## src/rtl/sc_level_scheduler.sv

```systemverilog
// rtl/sc_level_scheduler.sv - level/transition scheduler driving road LOAD pulses, level and mux selects
module sc_level_scheduler #(
    parameter int PERIOD_L1 = 17500000,
    parameter int PERIOD_L2 = 15000000,
    parameter int PERIOD_L3 = 12500000,
    parameter int LV1_END   = 10,
    parameter int TR1_END   = 17,
    parameter int LV2_END   = 32,
    parameter int TR2_END   = 39,
    parameter int LV3_END   = 59
) (
    input  logic       SC_LEVEL_SCHEDULER_CLOCK_50,
    input  logic       SC_LEVEL_SCHEDULER_RESET_InHigh,
    input  logic       SC_LEVEL_SCHEDULER_START_InLow,
    input  logic       SC_LEVEL_SCHEDULER_COMPARATOR,
    output logic       SC_LEVEL_SCHEDULER_LOAD_Out,
    output logic [1:0] SC_LEVEL_SCHEDULER_LEVEL_Out,
    output logic       SC_LEVEL_SCHEDULER_MUX_SEL_1_Out,
    output logic       SC_LEVEL_SCHEDULER_MUX_SEL_2_Out,
    output logic       SC_LEVEL_SCHEDULER_MUX_SEL_3_Out,
    output logic [7:0] SC_LEVEL_SCHEDULER_PROGRESS_Out,
    output logic       SC_LEVEL_SCHEDULER_HALT_Out
);

    typedef enum logic [2:0] {
        S_IDLE   = 3'd0,
        S_LEVEL1 = 3'd1,
        S_TRANS1 = 3'd2,
        S_LEVEL2 = 3'd3,
        S_TRANS2 = 3'd4,
        S_LEVEL3 = 3'd5,
        S_DONE   = 3'd6,
        S_HALT   = 3'd7
    } state_t;

    localparam logic [24:0] P1_LAST = 25'(PERIOD_L1 - 1);
    localparam logic [24:0] P2_LAST = 25'(PERIOD_L2 - 1);
    localparam logic [24:0] P3_LAST = 25'(PERIOD_L3 - 1);
    localparam logic [7:0]  LV1_TH  = 8'(LV1_END);
    localparam logic [7:0]  TR1_TH  = 8'(TR1_END);
    localparam logic [7:0]  LV2_TH  = 8'(LV2_END);
    localparam logic [7:0]  TR2_TH  = 8'(TR2_END);
    localparam logic [7:0]  LV3_TH  = 8'(LV3_END);

    state_t      state_q, state_d;
    logic [24:0] presc_q, presc_d;
    logic [7:0]  progress_q, progress_d;
    logic        load_q, load_d;
    logic        start_prev_q;
    logic [1:0]  level_q, level_d;
    logic        mux1_q, mux1_d;
    logic        mux2_q, mux2_d;
    logic        mux3_q, mux3_d;
    logic        halt_q, halt_d;

    logic        clk;
    logic        start_ev;
    logic        in_play;
    logic        terminal;
    logic        collide;
    logic [24:0] period_last;
    logic [7:0]  prog_inc;

    assign clk = SC_LEVEL_SCHEDULER_CLOCK_50;

    // Start is the falling edge of the active-low button; holding it yields a single event.
    assign start_ev = ~SC_LEVEL_SCHEDULER_START_InLow & start_prev_q;
    assign in_play  = (state_q != S_IDLE) && (state_q != S_DONE) && (state_q != S_HALT);
    assign collide  = in_play & SC_LEVEL_SCHEDULER_COMPARATOR;
    assign prog_inc = progress_q + 8'd1;

    // Select the prescaler period for the current play state.
    always_comb begin
        period_last = P3_LAST;
        case (state_q)
            S_LEVEL1, S_TRANS1: period_last = P1_LAST;
            S_LEVEL2, S_TRANS2: period_last = P2_LAST;
            default:            period_last = P3_LAST;
        endcase
    end

    assign terminal = in_play && (presc_q == period_last);

    // State register plus all registered outputs and datapath.
    always_ff @(posedge clk) begin
        if (SC_LEVEL_SCHEDULER_RESET_InHigh) begin
            state_q      <= S_IDLE;
            presc_q      <= 25'd0;
            progress_q   <= 8'd0;
            load_q       <= 1'b0;
            start_prev_q <= 1'b1;
            level_q      <= 2'd0;
            mux1_q       <= 1'b0;
            mux2_q       <= 1'b0;
            mux3_q       <= 1'b0;
            halt_q       <= 1'b0;
        end else begin
            state_q      <= state_d;
            presc_q      <= presc_d;
            progress_q   <= progress_d;
            load_q       <= load_d;
            start_prev_q <= SC_LEVEL_SCHEDULER_START_InLow;
            level_q      <= level_d;
            mux1_q       <= mux1_d;
            mux2_q       <= mux2_d;
            mux3_q       <= mux3_d;
            halt_q       <= halt_d;
        end
    end

    // Next state: collision beats a terminal count; thresholds are checked against the incremented progress.
    always_comb begin
        state_d = state_q;
        case (state_q)
            S_IDLE:   if (start_ev) state_d = S_LEVEL1;
            S_LEVEL1: if (collide) state_d = S_HALT;
                      else if (terminal && prog_inc == LV1_TH) state_d = S_TRANS1;
            S_TRANS1: if (collide) state_d = S_HALT;
                      else if (terminal && prog_inc == TR1_TH) state_d = S_LEVEL2;
            S_LEVEL2: if (collide) state_d = S_HALT;
                      else if (terminal && prog_inc == LV2_TH) state_d = S_TRANS2;
            S_TRANS2: if (collide) state_d = S_HALT;
                      else if (terminal && prog_inc == TR2_TH) state_d = S_LEVEL3;
            S_LEVEL3: if (collide) state_d = S_HALT;
                      else if (terminal && prog_inc == LV3_TH) state_d = S_DONE;
            S_DONE:   if (start_ev) state_d = S_IDLE;
            S_HALT:   if (start_ev) state_d = S_IDLE;
            default:  state_d = S_IDLE;
        endcase
    end

    // Output/datapath next values, decoded from the state being entered so outputs stay registered.
    always_comb begin
        load_d     = terminal & ~collide;
        progress_d = progress_q;
        presc_d    = 25'd0;
        if (state_d == S_IDLE) begin
            progress_d = 8'd0;
        end else if (load_d) begin
            progress_d = prog_inc;
        end
        if (in_play && (state_d == state_q) && !terminal) begin
            presc_d = presc_q + 25'd1;
        end
        level_d = 2'd0;
        case (state_d)
            S_LEVEL1, S_TRANS1: level_d = 2'd1;
            S_LEVEL2, S_TRANS2: level_d = 2'd2;
            S_LEVEL3:           level_d = 2'd3;
            default:            level_d = 2'd0;
        endcase
        mux1_d = (state_d == S_TRANS1);
        mux2_d = (state_d == S_TRANS2);
        mux3_d = (state_d == S_DONE);
        halt_d = (state_d == S_HALT);
    end

    assign SC_LEVEL_SCHEDULER_LOAD_Out       = load_q;
    assign SC_LEVEL_SCHEDULER_LEVEL_Out      = level_q;
    assign SC_LEVEL_SCHEDULER_MUX_SEL_1_Out  = mux1_q;
    assign SC_LEVEL_SCHEDULER_MUX_SEL_2_Out  = mux2_q;
    assign SC_LEVEL_SCHEDULER_MUX_SEL_3_Out  = mux3_q;
    assign SC_LEVEL_SCHEDULER_PROGRESS_Out   = progress_q;
    assign SC_LEVEL_SCHEDULER_HALT_Out       = halt_q;

endmodule
```

## config.mk

```make
export PLATFORM = sky130hd
export DESIGN_NAME = sc_level_scheduler
export DESIGN_NICKNAME = d
export VERILOG_FILES = /design/src/rtl/sc_level_scheduler.sv
export SDC_FILE = /design/constraint.sdc
export NUM_CORES = 1
export LEC_CHECK = 0
export CAP_MARGIN = 10
export CORE_MARGIN = 2
export CORE_UTILIZATION = 40
export DETAILED_ROUTE_END_ITERATION = 12
export PLACE_DENSITY = 0.6
export SYNTH_ARGS = -nofsm -noshare
export SYNTH_HDL_FRONTEND = slang
export SYNTH_SLANG_ARGS = --single-unit
export TNS_END_PERCENT = 50
```

## constraint.sdc

```tcl
create_clock -name SC_LEVEL_SCHEDULER_CLOCK_50 -period 3.5 [get_ports SC_LEVEL_SCHEDULER_CLOCK_50]
set_input_delay 0.875 -clock SC_LEVEL_SCHEDULER_CLOCK_50 [delete_from_list [all_inputs] [get_ports SC_LEVEL_SCHEDULER_CLOCK_50]]
set_output_delay 0.875 -clock SC_LEVEL_SCHEDULER_CLOCK_50 [all_outputs]
set_load 0.01 [all_outputs]
```

==> results of run 1 <==
## worst register-to-register path, cell delays in order (launching register included)
cell	delay, ps
dfxtp_1	380
buf_4	200
or4b_1	520
o311a_1	120
a22oi_1	220
nand4_1	220
o31a_1	280
or4_1	640
nor3_4	260
mux2_1	340
## repair_timing
action / 4_1_cts / 5_1_grt
resized for setup: 0 / 0
buffers inserted: 0 / 1
setup endpoints to repair: 0 / 6
## path summary, 6_finish.rpt
| kind | cells past startpoint | start | to | slack [ps] |
|---|---|---|---|---|
| worst max register to register | 9 | state_q[2] | SC_LEVEL_SCHEDULER_LEVEL_Out[0] | 200 |
| worst min register to register | 1 | presc_q[0] | presc_q[0] | 490 |
| worst min-delay path | 1 | presc_q[0] | presc_q[0] | 490 |
| worst max-delay path | 9 | state_q[2] | SC_LEVEL_SCHEDULER_LEVEL_Out[0] | 200 |
## per-stage QoR
stage | cell area [µm²] | setup WS, ps
3_5_place_dp | 3120 | 81.6
5_1_grt | 3270 | 35.8
4_1_cts | 3240 | 46.1
2_1_floorplan | 2790 | 289
6_report | 3270 | 200
3_3_place_gp | 3120 | 221
## area by class of cell
type / instances / share of cell area [%]
flip-flops and latches: 44 / 26.9
inverters: 13 / 1.49
clock inverters: 3 / 1.41
repair buffers: 34 / 9.79
well taps: 96 / 3.67
multi-input cells: 263 / 54.6
clock buffers: 5 / 2.10
## cells by family after synthesis
family,after synthesis,share of synthesized area [%]
compound gates,69,19.2
xor+xnor,37,11.6
fa+ha+maj,6,2.69
buf+inv,31,4.75
flops,44,31.5
mux,2,0.761
simple gates,149,29.5
## flip-flops by register name, indices dropped and copies added, names as in the netlist
register                          flops
SC_LEVEL_SCHEDULER_HALT_Out           1
SC_LEVEL_SCHEDULER_LEVEL_Out          2
SC_LEVEL_SCHEDULER_LOAD_Out           1
SC_LEVEL_SCHEDULER_MUX_SEL_1_Out      1
SC_LEVEL_SCHEDULER_MUX_SEL_2_Out      1
SC_LEVEL_SCHEDULER_MUX_SEL_3_Out      1
SC_LEVEL_SCHEDULER_PROGRESS_Out       8
presc_q                              25
start_prev_q                          1
state_q                               3
## cell usage after synthesis, types with 5 or more instances
cell type  number  share of area, %
nand3_1        19               3.4
nor3_1         30               5.4
dfxtp_1        44                32
buf_2           7               1.3
nor2_1         20               2.7
xor2_1         18               5.6
nand2_1        25               3.4
and3_1          9               2.0
clkbuf_1        9               1.2
nor3b_1         5               1.3
nand4_1         9               2.0
o21ai_0        11               2.0
inv_1          13               1.7
xnor2_1        19               6.0
a21oi_1        18               3.2
ha_1            6               2.7
## per-layer routing
layer,GRT usage [%],part of all wire (%),vias to the layer above
met5,0,0,-
met4,5.31,1.0,0
met3,3.39,3.9,5
met2,29.3,46,54
met1,27.6,50,1190
li1,-,-,1283
## where the power goes
group,switching (W),internal (W),leakage [nW]
Clock,0.000192,0.000215,0.0548
Sequential,0.0000270,0.000522,0.356
Combinational,0.000285,0.000180,0.649
Total,0.000504,0.000917,1.06
==> qor.yml, run 1 <==
synth:
  ys_seq_elements: 44
  yosysUniqueCellTypes: 64
  ys_async_sr_fraction_pct: 0
  syn_avg_cell_area_um2: 8.27
  synth_fp_nets: 348
  synthFlopType: "dfxtp_1"
  synth_warnings: 0
  synthesis.area_um2: 2790
  synth_seq_area_share_pct: 31.5
  synth-edff-count: 0
  syn_inst: 338
global_routing:
  grt_max_degree: 26
  grt_pass1_vias: 2332
  grt.total_usage_pct: 19.1
  antenna_found_initial: 0
  grt_pass1_wl_um: 11600
  grt-ovfl-total: 0
final_layout:
  antennaDiodeCount: 0
  fin_cells: 458
  multiInputGateArea_um2: 1790
  area_delta_synth_final_pct: 17.1
  utilization_pct: 48.2
  seqCellArea_um2: 881
  fillers: 669
  drive_above_1_share_pct: 10.8
  layout_common_cells: "44 x dfxtp_1, 30 x nor3_1, 25 x nand2_1"
  fin_nets: 371
  final_common_cell: "dfxtp_1"
worst_setup_path:
  crit_slowest_cell: "or4_1"
  worstSetupStartpointType: "flip-flop"
  crit_chain: "buf_4 > or4b_1 > o311a_1 > a22oi_1 > nand4_1 > o31a_1 > or4_1 > nor3_4 > mux2_1"
  path_buf_inv: 1
  crit_path_max_fanout: 12
  arrival_ps: 3500
  worstSetupEndpointType: "flip-flop"
  cpPeakStageDelay_ps: 640
  crit_family: "simple AND/OR/NAND/NOR gates"
  path_class: "flip-flop to flip-flop"
  cp.required_ps: 3700
route:
  dr.pass1.iters: 4
  wirelength_um: 6930
  viasPerCell: 5.53
  vias: 2532
  drt-initial-drc-count: 207
  antenna_left: 0
  drc_errors: 0
  wl_per_cell_um: 15.1
sta:
  rsz0062_at_grt: "no"
  fmax_mhz: 303
  fin_crit_sh_pct: 94.3
  slew-limit-headroom_pct: 69.3
  hold_viol_final: 0
  finClkSkew_ps: 11.2
  fin_crit_ps: 3300
  timing.setup.tns_ps: 0
  maxSlewViolCount: 0
  fin_hold_ws_ps: 491
  setup_viol: 0
  worst_pin_slew_ps: 450
die:
  rows: 30
  die_area_um2: 7670
  ios: 19
  core-area_um2: 6790
  die_y_um: 87.6
  die_width_um: 87.6
  start_util_pct: 41.1
clock_network:
  cts_hold_buf: 0
  clk_path_buf_depth: 2
  numCtsBuffers: 5
  htree_num_levels: 2
  cts.sinks: 44
  clk_pin_slew_ps: 100
  tritoncts: "done"
  cts-root-buf: "clkbuf_8"
  clock_latency_ps: 310
power_and_ir_drop:
  p_leak_nw: 1.06
  p_per_area_nw_per_um2: 434
  p_total_w: 0.00142
  ir_worst_vdd_v: 0.000141
outcome:
  status: "completed"
place:
  dp_cells: 448
  place.gp.congestion: 0.961
  dp_hpwl_um: 4940
  io_buffers: 18
job:
  maxCapViolCount: 0
min_path:
  hold_path_class: "flip-flop to flip-flop"
(Power assumes the default switching activity.)
==> run 2, diff against run 1 <==
Settings changed: CTS_CLUSTER_SIZE set to 14, REMOVE_ABC_BUFFERS set to 1, SLEW_MARGIN set to 15.
==> qor.yml, run 2 (synthesis gave the netlist of run 1 again) <==
outcome:
  status: "completed"
final_layout:
  fin_nets: 370
  largest_reg_flops: 25
  regMostFlops: "presc_q"
  area_delta_synth_final_pct: 16.7
  drive_above_1_share_pct: 10.5
  antennaDiodeCount: 0
  final_common_cell: "dfxtp_1"
  layout_common_cells: "44 x dfxtp_1, 30 x nor3_1, 25 x nand2_1"
place:
  io_buffers: 18
  place.gp.congestion: 0.882
  dp_hpwl_um: 4800
  dp_slack_ps: 164
min_path:
  hp-start: "presc_q[0]"
  hold_path_class: "flip-flop to flip-flop"
  hold_end: "presc_q[0]"
  hold_path_depth: 1
worst_setup_path:
  crit_path_max_fanout: 12
  worstSetupStartpointType: "flip-flop"
  path_buf_inv: 2
  path_class: "flip-flop to flip-flop"
  ff2ff_setup_slack_ps: 290
  worstSetupEndpointType: "flip-flop"
  regToRegStartpoint: "state_q[2]"
  r2r_end: "SC_LEVEL_SCHEDULER_PROGRESS_Out[0]"
  cp.required_ps: 3680
  crit_chain: "buf_4 > or4b_1 > o311a_1 > a22oi_1 > nand4_1 > o31a_1 > or4_1 > o31ai_4 > buf_12 > a21oi_1"
  cpPeakStageDelay_ps: 640
  arrival_ps: 3390
  crit_slowest_cell: "or4_1"
  reg2reg_depth: 10
  critPathLaunch: "state_q[2]"
  crit_family: "simple AND/OR/NAND/NOR gates"
sta:
  maxSlewViolCount: 0
  timing.setup.tns_ps: 0
  hold_viol_final: 0
  fin_crit_ps: 3210
  finClkSkew_ps: 4.43
  slew-limit-headroom_pct: 55.9
  setup_slack_ps: 290
  rsz0062_at_grt: "no"
  worst_pin_slew_ps: 660
  fin_crit_sh_pct: 91.7
  fmax_mhz: 312
  setup_viol: 0
die:
  die_width_um: 87.6
  rows: 30
  ios: 19
  die_area_um2: 7670
  core-area_um2: 6790
  die_y_um: 87.6
  start_util_pct: 41.1
global_routing:
  grt_max_degree: 26
  grt-ovfl-total: 0
  antenna_found_initial: 0
  grt_pass1_wl_um: 11200
  grt.total_usage_pct: 18.3
  grt_pass1_vias: 2325
clock_network:
  clk_pin_slew_ps: 90
  cts_hold_buf: 0
  cts-root-buf: "clkbuf_8"
  htree_num_levels: 2
  cts.sinks: 44
  postCtsSetupRepairBufs: 0
  cts.repair.resized: 0
  numCtsBuffers: 5
  clk_path_buf_depth: 2
  tritoncts: "done"
  clock_latency_ps: 300
power_and_ir_drop:
  p_leak_nw: 1.05
  p_per_area_nw_per_um2: 432
  ir_worst_vdd_v: 0.000146
route:
  wl_met3_um: 200
  drt-initial-drc-count: 251
  highest_layer: "met4"
  antenna_left: 0
  wl_met2_um: 3030
  wirelength_um: 6590
  viasPerCell: 5.53
  vias: 2526
  wl_met1_um: 3280
  dr.pass1.iters: 4
  drc_errors: 0
  wl_per_cell_um: 14.4
job:
  maxCapViolCount: 0
==> run 2: final cells by class <==
type	count	area, µm²
Clock buffer	5	68.8
Clock inverter	3	42.5
Fill cell	652	3530
Inverter	13	48.8
Multi-Input combinational cell	263	1790
Sequential cell	44	881
Tap cell	96	120
Timing Repair Buffer	33	305
==> run 2: how the worst max path moves through the flow <==
stage                                               endpoint  slack [ps]  cells past startpoint
final                     SC_LEVEL_SCHEDULER_PROGRESS_Out[0]         290                     10
after global routing      SC_LEVEL_SCHEDULER_PROGRESS_Out[0]          70                     10
after CTS                                         presc_q[8]         140                      8
after detailed placement                         presc_q[20]         160                      8
after global placement                           presc_q[20]         180                      8
after floorplan              SC_LEVEL_SCHEDULER_LEVEL_Out[0]         380                      8
==> run 2: power by group <==
| part | switching, W | internal [W] | leakage [nW] |
|---|---|---|---|
| Sequential | 0.0000205 | 0.000522 | 0.356 |
| Clock | 0.000184 | 0.000211 | 0.0541 |
| Combinational | 0.000287 | 0.000182 | 0.641 |
| Total | 0.000492 | 0.000916 | 1.05 |
==> run 2: through the flow <==
stage                     hold slack (ps)  util [%]  instances  area (µm²)  total power, W
after global placement                482      45.9        448        3120        0.000999
after detailed placement              517      45.9        448        3120         0.00100
final                                 526      48.0        457        3260         0.00141
after floorplan                       457         -        320        2710        0.000850
after global routing                  578      48.0        457        3260         0.00150
after CTS                             530      47.6        456        3230         0.00140
==> run 2: metal layers <==
layer | vias to the layer above | track usage, %
li1 | 1280 | -
met1 | 1186 | 25.7
met2 | 54 | 29.3
met3 | 6 | 2.64
met4 | 0 | 5.17
met5 | - | 0
==> run 3, diff against run 2 <==
Settings changed: CORE_ASPECT_RATIO set to 1.5, GPL_ROUTABILITY_DRIVEN set to 0, MAX_ROUTING_LAYER set to met4.
==> qor.yml, run 3 (synthesis gave the netlist of run 1 again) <==
global_routing:
  grt-ovfl-total: 0
  grt_pass1_vias: 2555
  use_met1_pct: 20.6
  antenna_found_initial: 0
  busiest_layer: "met2"
  grt_pass1_wl_um: 12200
  grt.total_usage_pct: 20.8
  use_met3_pct: 2.94
  use_met2_pct: 37.3
  grt_max_degree: 26
final_layout:
  drive_above_1_share_pct: 12.8
  regMostFlops: "presc_q"
  final_common_cell: "dfxtp_1"
  largest_reg_flops: 25
  layout_common_cells: "43 x dfxtp_1, 30 x nor3_1, 25 x nand2_1"
  antennaDiodeCount: 0
  fin_nets: 375
  area_delta_synth_final_pct: 17.3
power_and_ir_drop:
  switchingPower_w: 0.000512
  p_per_area_nw_per_um2: 421
  intPower_w: 0.000868
  p_clk_share_pct: 25.4
  combPwrFrac_pct: 34.8
  ir_worst_vdd_v: 0.000156
  p_leak_nw: 1.07
  p_total_w: 0.00138
  sequentialPowerShare_pct: 39.8
  swShare_pct: 37.1
die:
  die_width_um: 72.2
  die_area_um2: 7680
  rows: 37
  core-area_um2: 6810
  die_y_um: 106
  ios: 19
  start_util_pct: 41.1
worst_setup_path:
  r2r_end: "SC_LEVEL_SCHEDULER_LEVEL_Out[0]"
  crit_path_max_fanout: 10
  path_class: "flip-flop to flip-flop"
  cp.required_ps: 3690
  cpPeakStageDelay_ps: 590
  reg2reg_depth: 9
  crit_chain: "buf_4 > or4b_1 > o311a_1 > a22oi_2 > nand4_1 > o31a_1 > or4_4 > nor3_4 > mux2_1"
  worstSetupStartpointType: "flip-flop"
  crit_slowest_cell: "or4_4"
  arrival_ps: 3380
  ff2ff_setup_slack_ps: 320
  regToRegStartpoint: "state_q[1]"
  worstSetupEndpointType: "flip-flop"
route:
  viasPerCell: 5.81
  antenna_left: 0
  wl_per_cell_um: 16.5
  dr.pass1.iters: 4
  wirelength_um: 7320
  drc_errors: 0
  drt-initial-drc-count: 159
  vias: 2581
sta:
  timing.setup.tns_ps: 0
  maxSlewViolCount: 0
  hold_viol_final: 0
  fmax_mhz: 314
  worst_pin_slew_ps: 658
  setup_viol: 0
  rsz0062_at_grt: "no"
  slew-limit-headroom_pct: 56.0
  finClkSkew_ps: 13.8
  fin_crit_ps: 3180
  fin_crit_sh_pct: 91.0
clock_network:
  clk_path_buf_depth: 2
  cts_hold_buf: 0
  cts.sinks: 44
  cts-root-buf: "clkbuf_8"
  numCtsBuffers: 5
  htree_num_levels: 2
  tritoncts: "done"
  clock_latency_ps: 310
  clk_pin_slew_ps: 90
outcome:
  status: "completed"
min_path:
  hold_end: "presc_q[0]"
  hold_path_depth: 1
  hp-start: "presc_q[0]"
  hold_path_class: "flip-flop to flip-flop"
place:
  io_buffers: 18
  dp_hpwl_um: 5690
job:
  maxCapViolCount: 0
[run 3: cell types whose count changed in the layout (fill, tap and decap cells not counted), sizes merged]
| cell | delta |
|---|---|
| buf | +5 |
| bufinv | -1 |
| clkbuf | +1 |
| clkinv | -1 |
| clkinvlp | +1 |
[run 3: repair_timing]
item | CTS | global route
setup buffers | 1 | 1
pin swaps | 1 | 2
resized for setup | 0 | 4
setup endpoints to repair | 8 | 15
cloned | 0 | 0
[run 3: area by class of cell]
cell class / count / area, µm²
tap: 78 / 97.6
clock buffer: 6 / 82.6
fill: 681 / 3530
timing repair buffer: 38 / 343
inverter: 13 / 48.8
clock inverter: 2 / 15.0
sequential: 44 / 882
multi-input combinational: 263 / 1810
[run 3: worst max-delay path, delay by kind of cell (launching register included)]
kind                   cells  cell delay, ps
flip-flops                 1             370
multiplexers               1             340
AND/OR/NAND/NOR            4            1530
buffers and inverters      1             190
AO/OA/AOI/OAI              3             630
[run 3: power by group through the flow]
stage | clock [W] | sequential (W) | combinational [W]
3_5_place_dp | 0 | 0.000560 | 0.000437
6_report | 0.000350 | 0.000549 | 0.000481
3_3_place_gp | 0 | 0.000559 | 0.000435
4_1_cts | 0.000363 | 0.000549 | 0.000454
5_1_grt | 0.000382 | 0.000555 | 0.000523
2_1_floorplan | 0 | 0.000574 | 0.000276
[run 3: through the flow]
stage                     instances  cell area (µm²)  utilization [%]  hold slack (ps)  worst slack, ps
final                           444             3280             48.2              499              316
after detailed placement        434             3130             46.0              499             8.43
after floorplan                 320             2710                -              457              379
after CTS                       443             3250             47.7              513             5.49
after global routing            444             3280             48.2              546             57.3
after global placement          434             3130             46.0              497             59.6
[run 3: worst max path at each step]
stage | startpoint | cells after the start | end
after global routing | state_q[1] | 9 | SC_LEVEL_SCHEDULER_LEVEL_Out[0]
after floorplan | SC_LEVEL_SCHEDULER_PROGRESS_Out[0] | 8 | SC_LEVEL_SCHEDULER_LEVEL_Out[0]
after CTS | state_q[0] | 8 | SC_LEVEL_SCHEDULER_LEVEL_Out[0]
after detailed placement | state_q[0] | 8 | SC_LEVEL_SCHEDULER_PROGRESS_Out[2]
final | state_q[1] | 9 | SC_LEVEL_SCHEDULER_LEVEL_Out[0]
after global placement | state_q[0] | 8 | SC_LEVEL_SCHEDULER_PROGRESS_Out[1]
[run 3: layer usage]
| metal | routed length [µm] | vias to the layer above | part of all wire, % |
|---|---|---|---|
| met4 | 405 | 0 | 5.5 |
| li1 | - | 1284 | - |
| met1 | 2770 | 1208 | 38 |
| met2 | 3970 | 57 | 54 |
| met5 | 0 | - | 0 |
| met3 | 178 | 32 | 2.4 |
